<file path="config.mk">
export PLATFORM = sky130hd
export DESIGN_NAME = matmul_stream_core
export DESIGN_NICKNAME = d
export VERILOG_FILES = /design/src/rtl/matmul_stream_core.sv
export SDC_FILE = /design/constraint.sdc
export NUM_CORES = 1
export LEC_CHECK = 0
export CORE_ASPECT_RATIO = 0.5
export CORE_MARGIN = 5
export CORE_UTILIZATION = 48
export CTS_BUF_LIST = sky130_fd_sc_hd__clkbuf_4
export CTS_CLUSTER_SIZE = 12
export DETAILED_ROUTE_END_ITERATION = 10
export GPL_TIMING_DRIVEN = 0
export PLACE_DENSITY = 0.68
export SYNTH_ARGS = -nofsm -noshare
export SYNTH_HDL_FRONTEND = slang
export SYNTH_SLANG_ARGS = --single-unit
</file>
<file path="constraint.sdc">
create_clock -name clk -period 4.4 [get_ports clk]
set_input_delay 0.66 -clock clk [delete_from_list [all_inputs] [get_ports clk]]
set_output_delay 0.66 -clock clk [all_outputs]
set_load 0.01 [all_outputs]
</file>
<file path="src/rtl/matmul_stream_core.sv">
// Streaming O = W x X engine: operands arrive row-major over a valid/ready input, results leave
// row-major over a valid/ready output with row/col tags, one MAC per cycle in between.
module matmul_stream_core #(
    parameter int unsigned DW   = 4,
    parameter int unsigned MAXD = 3,
    parameter int unsigned DIMW = $clog2(MAXD + 1),
    parameter int unsigned ACCW = 2 * DW + $clog2(MAXD)
) (
    input  logic            clk,
    input  logic            clear_mem,
    input  logic            start,
    input  logic [DIMW-1:0] row_w,
    input  logic [DIMW-1:0] col_w,
    input  logic [DIMW-1:0] row_x,
    input  logic [DIMW-1:0] col_x,
    input  logic            in_valid,
    input  logic [DW-1:0]   in_data,
    output logic            in_ready,
    output logic            out_valid,
    output logic [ACCW-1:0] out_data,
    output logic [DIMW-1:0] out_row,
    output logic [DIMW-1:0] out_col,
    output logic            out_last,
    input  logic            out_ready,
    output logic            busy,
    output logic            done,
    output logic            dim_err
);

    typedef enum logic [2:0] {StIdle, StLoadW, StLoadX, StMac, StOut} state_e;

    state_e          state;
    logic [DW-1:0]   w_mem [MAXD][MAXD];
    logic [DW-1:0]   x_mem [MAXD][MAXD];
    logic [DIMW-1:0] dim_m, dim_k, dim_n;
    logic [DIMW-1:0] r, c, i, j, k;
    logic [ACCW-1:0] acc;

    logic [DIMW-1:0] m_last, k_last, n_last;
    logic [ACCW-1:0] prod, acc_next;
    logic            dims_bad;
    logic            beat;

    always_comb begin
        m_last   = dim_m - DIMW'(1);
        k_last   = dim_k - DIMW'(1);
        n_last   = dim_n - DIMW'(1);
        dims_bad = (row_w == '0) || (col_w == '0) || (row_x == '0) || (col_x == '0) ||
                   (row_w > DIMW'(MAXD)) || (col_w > DIMW'(MAXD)) ||
                   (row_x > DIMW'(MAXD)) || (col_x > DIMW'(MAXD)) || (col_w != row_x);
        prod     = ACCW'(w_mem[i][k]) * ACCW'(x_mem[k][j]);
        // First k of each element restarts the sum instead of adding to the old result
        acc_next = ((k == '0) ? '0 : acc) + prod;
        in_ready = (state == StLoadW) || (state == StLoadX);
        busy     = (state != StIdle);
        beat     = in_valid && in_ready;
    end

    always_ff @(posedge clk) begin
        if (clear_mem) begin
            state     <= StIdle;
            dim_m     <= '0;
            dim_k     <= '0;
            dim_n     <= '0;
            r         <= '0;
            c         <= '0;
            i         <= '0;
            j         <= '0;
            k         <= '0;
            acc       <= '0;
            out_valid <= 1'b0;
            out_data  <= '0;
            out_row   <= '0;
            out_col   <= '0;
            out_last  <= 1'b0;
            done      <= 1'b0;
            dim_err   <= 1'b0;
            for (int unsigned a = 0; a < MAXD; a++) begin
                for (int unsigned b = 0; b < MAXD; b++) begin
                    w_mem[a][b] <= '0;
                    x_mem[a][b] <= '0;
                end
            end
        end else begin
            done    <= 1'b0;
            dim_err <= 1'b0;
            case (state)
                StIdle: begin
                    if (start) begin
                        if (dims_bad) begin
                            dim_err <= 1'b1;
                        end else begin
                            dim_m <= row_w;
                            dim_k <= col_w;
                            dim_n <= col_x;
                            r     <= '0;
                            c     <= '0;
                            state <= StLoadW;
                        end
                    end
                end
                StLoadW: begin
                    if (beat) begin
                        w_mem[r][c] <= in_data;
                        if (c == k_last) begin
                            c <= '0;
                            if (r == m_last) begin
                                r     <= '0;
                                state <= StLoadX;
                            end else begin
                                r <= r + DIMW'(1);
                            end
                        end else begin
                            c <= c + DIMW'(1);
                        end
                    end
                end
                StLoadX: begin
                    if (beat) begin
                        x_mem[r][c] <= in_data;
                        if (c == n_last) begin
                            c <= '0;
                            if (r == k_last) begin
                                r     <= '0;
                                i     <= '0;
                                j     <= '0;
                                k     <= '0;
                                state <= StMac;
                            end else begin
                                r <= r + DIMW'(1);
                            end
                        end else begin
                            c <= c + DIMW'(1);
                        end
                    end
                end
                StMac: begin
                    acc <= acc_next;
                    if (k == k_last) begin
                        k         <= '0;
                        out_valid <= 1'b1;
                        out_data  <= acc_next;
                        out_row   <= i;
                        out_col   <= j;
                        out_last  <= (i == m_last) && (j == n_last);
                        state     <= StOut;
                    end else begin
                        k <= k + DIMW'(1);
                    end
                end
                StOut: begin
                    if (out_ready) begin
                        out_valid <= 1'b0;
                        out_last  <= 1'b0;
                        if (out_last) begin
                            done  <= 1'b1;
                            state <= StIdle;
                        end else begin
                            if (j == n_last) begin
                                j <= '0;
                                i <= i + DIMW'(1);
                            end else begin
                                j <= j + DIMW'(1);
                            end
                            state <= StMac;
                        end
                    end
                end
                default: state <= StIdle;
            endcase
        end
    end

endmodule

</file>
==> qor.txt <==
Vias in the first global route: 5,081
RePlAce Congestion: 0.8404
Clock period minus worst slack: 4.463 ns
Area grow syn2layout: 17.31%
Residual DRC: 0
Crit Path Class: flop to flop
CP Capture Type: flop
Core Area: 15,250 um2
Fmax: 224.1 MHz
Worst reg-to-reg path cell count: 18
Vias: 5,199
Nature of the critical path startpoint: flop
Max-cap violations: 0
Post-Synthesis Cells: 655
Global-route wire length before repair: 27,530 um
PD cells: 336.0 nW/um2
Hpwl dp: 12,850 um
Setup Viol. Count Final: 2
Initial DRT Pass Iterations: 5
Clock buffer depth: 2
Leading area contributor after synthesis: edfxtp_1
Reg2Reg Capture Point: out_data[9]
IR drop worst, VDD: 0.1566 mV
Hold_ws: 0.4652 ns
Routing usage on met2: 0.3104
Sequential share of power: 0.525
Worst-path clk slew: 0.15 ns
Final WL: 17,570 um
Period utilisation layout: 1.014
Synth Register Bits: 147
Post-CTS Hold Buffers: 0
Syn nets: 703
Die height: 97.85 um
Drt initial violations: 447
Nets: 773
Met1 GRT Util: 0.2821
Final Core Density: 0.5697
Initial antenna violation count: 1
Req. time, crit path: 4.87 ns
Logic pwr share: 0.168
Clk_lat worst skew: 0.56 ns
Sink Count: 147
Pins over their slew limit: 0
Sw Share: 0.2881
Synth area leaders: edfxtp_1 (39%), dfxtp_1 (14%), mux4_2 (7.3%), and2_1 (3.9%), ha_1 (3.7%)
Die Area: 18,170 um2
Compound-Gate Fraction of Synth Area: 0.07617
EDFF count, synth: 96
GRT overflow: 0
Internal: 2.079 mW
Synth Flop Type: edfxtp_1
Count leader, synth: edfxtp_1
Post-Synth XOR/XNOR Area: 0.01773
# IOs: 37
Sequential area share after synthesis: 0.5269
DRT antenna net count: 0
CTS root buf: clkbuf_4
Avg Cell Area, Syn: 11.31 um2
Std cell rows: 32
Clock power share: 0.308
I/O Buffers: 36
Setup ws final: -0.06326 ns
Hold endpoint: out_row[1]
Sw power: 841.2 uW
Area share of the largest cell type after synthesis: 0.3891
Relative slew slack: 0.2352
Outcome: complete, but fails checks
Die extent in x: 185.7 um
Adder-cell share of the synthesized area: 0.06148
GRT Util Overall: 0.1977
Clock skew: 0.02507 ns
Met3 Resource Use GR: 0.04317
HP Class: flop to flop
Failing checks: negative setup slack
Simple-Gate Fraction of Synth Area: 0.1888
Worst hold path depth: 2
Hold Vio Cnt, Final: 0
Final TNS setup: -0.09481 ns
Vias per inst: 5.513
Leakage: 3.221 nW
Worst Hold Launch: out_row[1]
Initial Utilization: 0.4856
Layout cell share with drive strength beyond 1: 0.1829
Yosys cell types: 54
Worst Path Max Fanout: 10
Pin count of the biggest net entering global routing: 17
Slew @ Worst Pin: 1.137 ns
Post-synth ARST share: 0
Wire length per cell: 18.63 um
WP data arrival: 4.93 ns
Multiplexer share of the synthesized area: 0.09492
RSZ-0062 raised after global routing: true
Reg2reg setup slack: -0.06 ns
Netlist Area Pre-Place: 7408 um2
Num CTS Buffers: 17
CTS tree: built
Htree depth: 4
Top post-synthesis cells by count: edfxtp_1 (96), nor2_1 (65), nand2_1 (64)
Grt peak-use layer: met2
Fillers: 1,290
Largest family of logic cells by synthesized area: simple AND/OR/NAND/NOR gates
Warnings, synthesis: 0
## cell families (layout without fill, tap and decap cells)
group                    after synthesis  count (layout)
AO/OA/AOI/OAI                         88              88
XOR/XNOR                              15              15
adder cells (fa/ha/maj)               31              31
buffers and inverters                 60             143
flip-flops                           147             147
multiplexers                          40              40
other                                  0               1
AND/OR/NAND/NOR                      274             274
## layer usage
metal | up-vias | routed length [um]
met5 | - | 0
met2 | 133 | 8199
met4 | 0 | 154
met1 | 2589 | 8260
li1 | 2461 | -
met3 | 16 | 956
## worst max-delay path by stage
stage	from	endpoint	slack [ns]	cells after the start
CTS	flop	acc[9]	-0.04	18
floorplan	flop	out_data[9]	0.01	17
finish	flop	out_data[9]	-0.06	18
detailed placement	flop	acc[9]	-0.67	17
global route	flop	acc[9]	-0.25	18
global placement	flop	acc[9]	-0.63	17
## layout by cell type, fill, tap and decap left out, drive strengths merged, types with 6 or more instances in the layout
cell | synthesis | routed
nand3 | 10 | 10
xnor2 | 8 | 8
edfxtp | 96 | 96
nor2 | 65 | 65
xor2 | 7 | 7
mux2i | 14 | 14
nand2b | 14 | 14
buf | 9 | 24
nor3 | 14 | 14
ha | 22 | 22
dfxtp | 51 | 51
clkbuf | 23 | 41
a211oi | 6 | 6
fa | 9 | 9
o21ai | 9 | 9
mux4 | 24 | 24
clkdlybuf4s50 | 0 | 36
nand2 | 64 | 64
or2 | 15 | 15
inv | 27 | 36
and2 | 46 | 46
nor2b | 25 | 25
a21oi | 36 | 36
a31oi | 11 | 11
## worst max-delay path, stage by stage, from the launching register on
cell	delay, ns
dfxtp_4	0.39
buf_12	0.15
mux4_2	0.35
nand2_1	0.06
a21oi_1	0.19
a31oi_2	0.08
or2_4	0.29
fa_1	0.56
fa_1	0.45
fa_1	0.52
inv_2	0.05
ha_4	0.22
nor2b_4	0.12
o21ai_2	0.14
a21oi_2	0.10
o41ai_4	0.20
buf_4	0.20
nor4_2	0.04
a211o_1	0.28
## registers in the layout (all words and copies together) (netlist names), named ones only
name and flops:
c 2, dim_err 1, acc 10, dim_n 2, out_col 2, w_mem 48, out_data 10, out_valid 1
i 2, done 1, r 2, out_last 1, out_row 2, dim_m 2, dim_k 2, k 2
state 3, x_mem 48, j 2
## power by group through the flow
stage / Sequential, mW / Combinational [mW] / Clock (mW)
after floorplan: 1.55 / 0.320 / 0
after global placement: 1.56 / 0.443 / 0
after detailed placement: 1.56 / 0.451 / 0
after CTS: 1.53 / 0.475 / 0.913
after global routing: 1.54 / 0.535 / 0.980
final: 1.53 / 0.489 / 0.899
## repair_timing
| action | in CTS | in global routing |
|---|---|---|
| cloned | 0 | 0 |
| pin swaps | 12 | 6 |
| gates resized for setup | 29 | 16 |
| endpoints found under the setup margin | 12 | 10 |
| setup buffers | 13 | 2 |
## per-stage QoR
stage	cell area, um2	cells	power [mW]	setup slack [ns]
final	8691	943	2.920	-0.06326
after global routing	8691	943	3.052	-0.2539
after CTS	8606	940	2.920	-0.04448
after detailed placement	8073	895	2.014	-0.6710
after global placement	8073	895	2.005	-0.6267
after floorplan	7457	655	1.874	0.01014
## final cells by class
type                    count  area (um2)  area share
well taps                 204       255.2     0.02937
diodes                      1       2.502   0.0002879
flip-flops and latches    147        3911      0.4500
clock buffers              18       135.1     0.01555
clock inverters            14       151.4     0.01742
inverters                  28       106.4     0.01224
repair buffers             51       485.5     0.05586
plain buffers              32       180.2     0.02073
multi-input cells         448        3463      0.3985
Note: power is estimated with default switching activity, not from simulation.
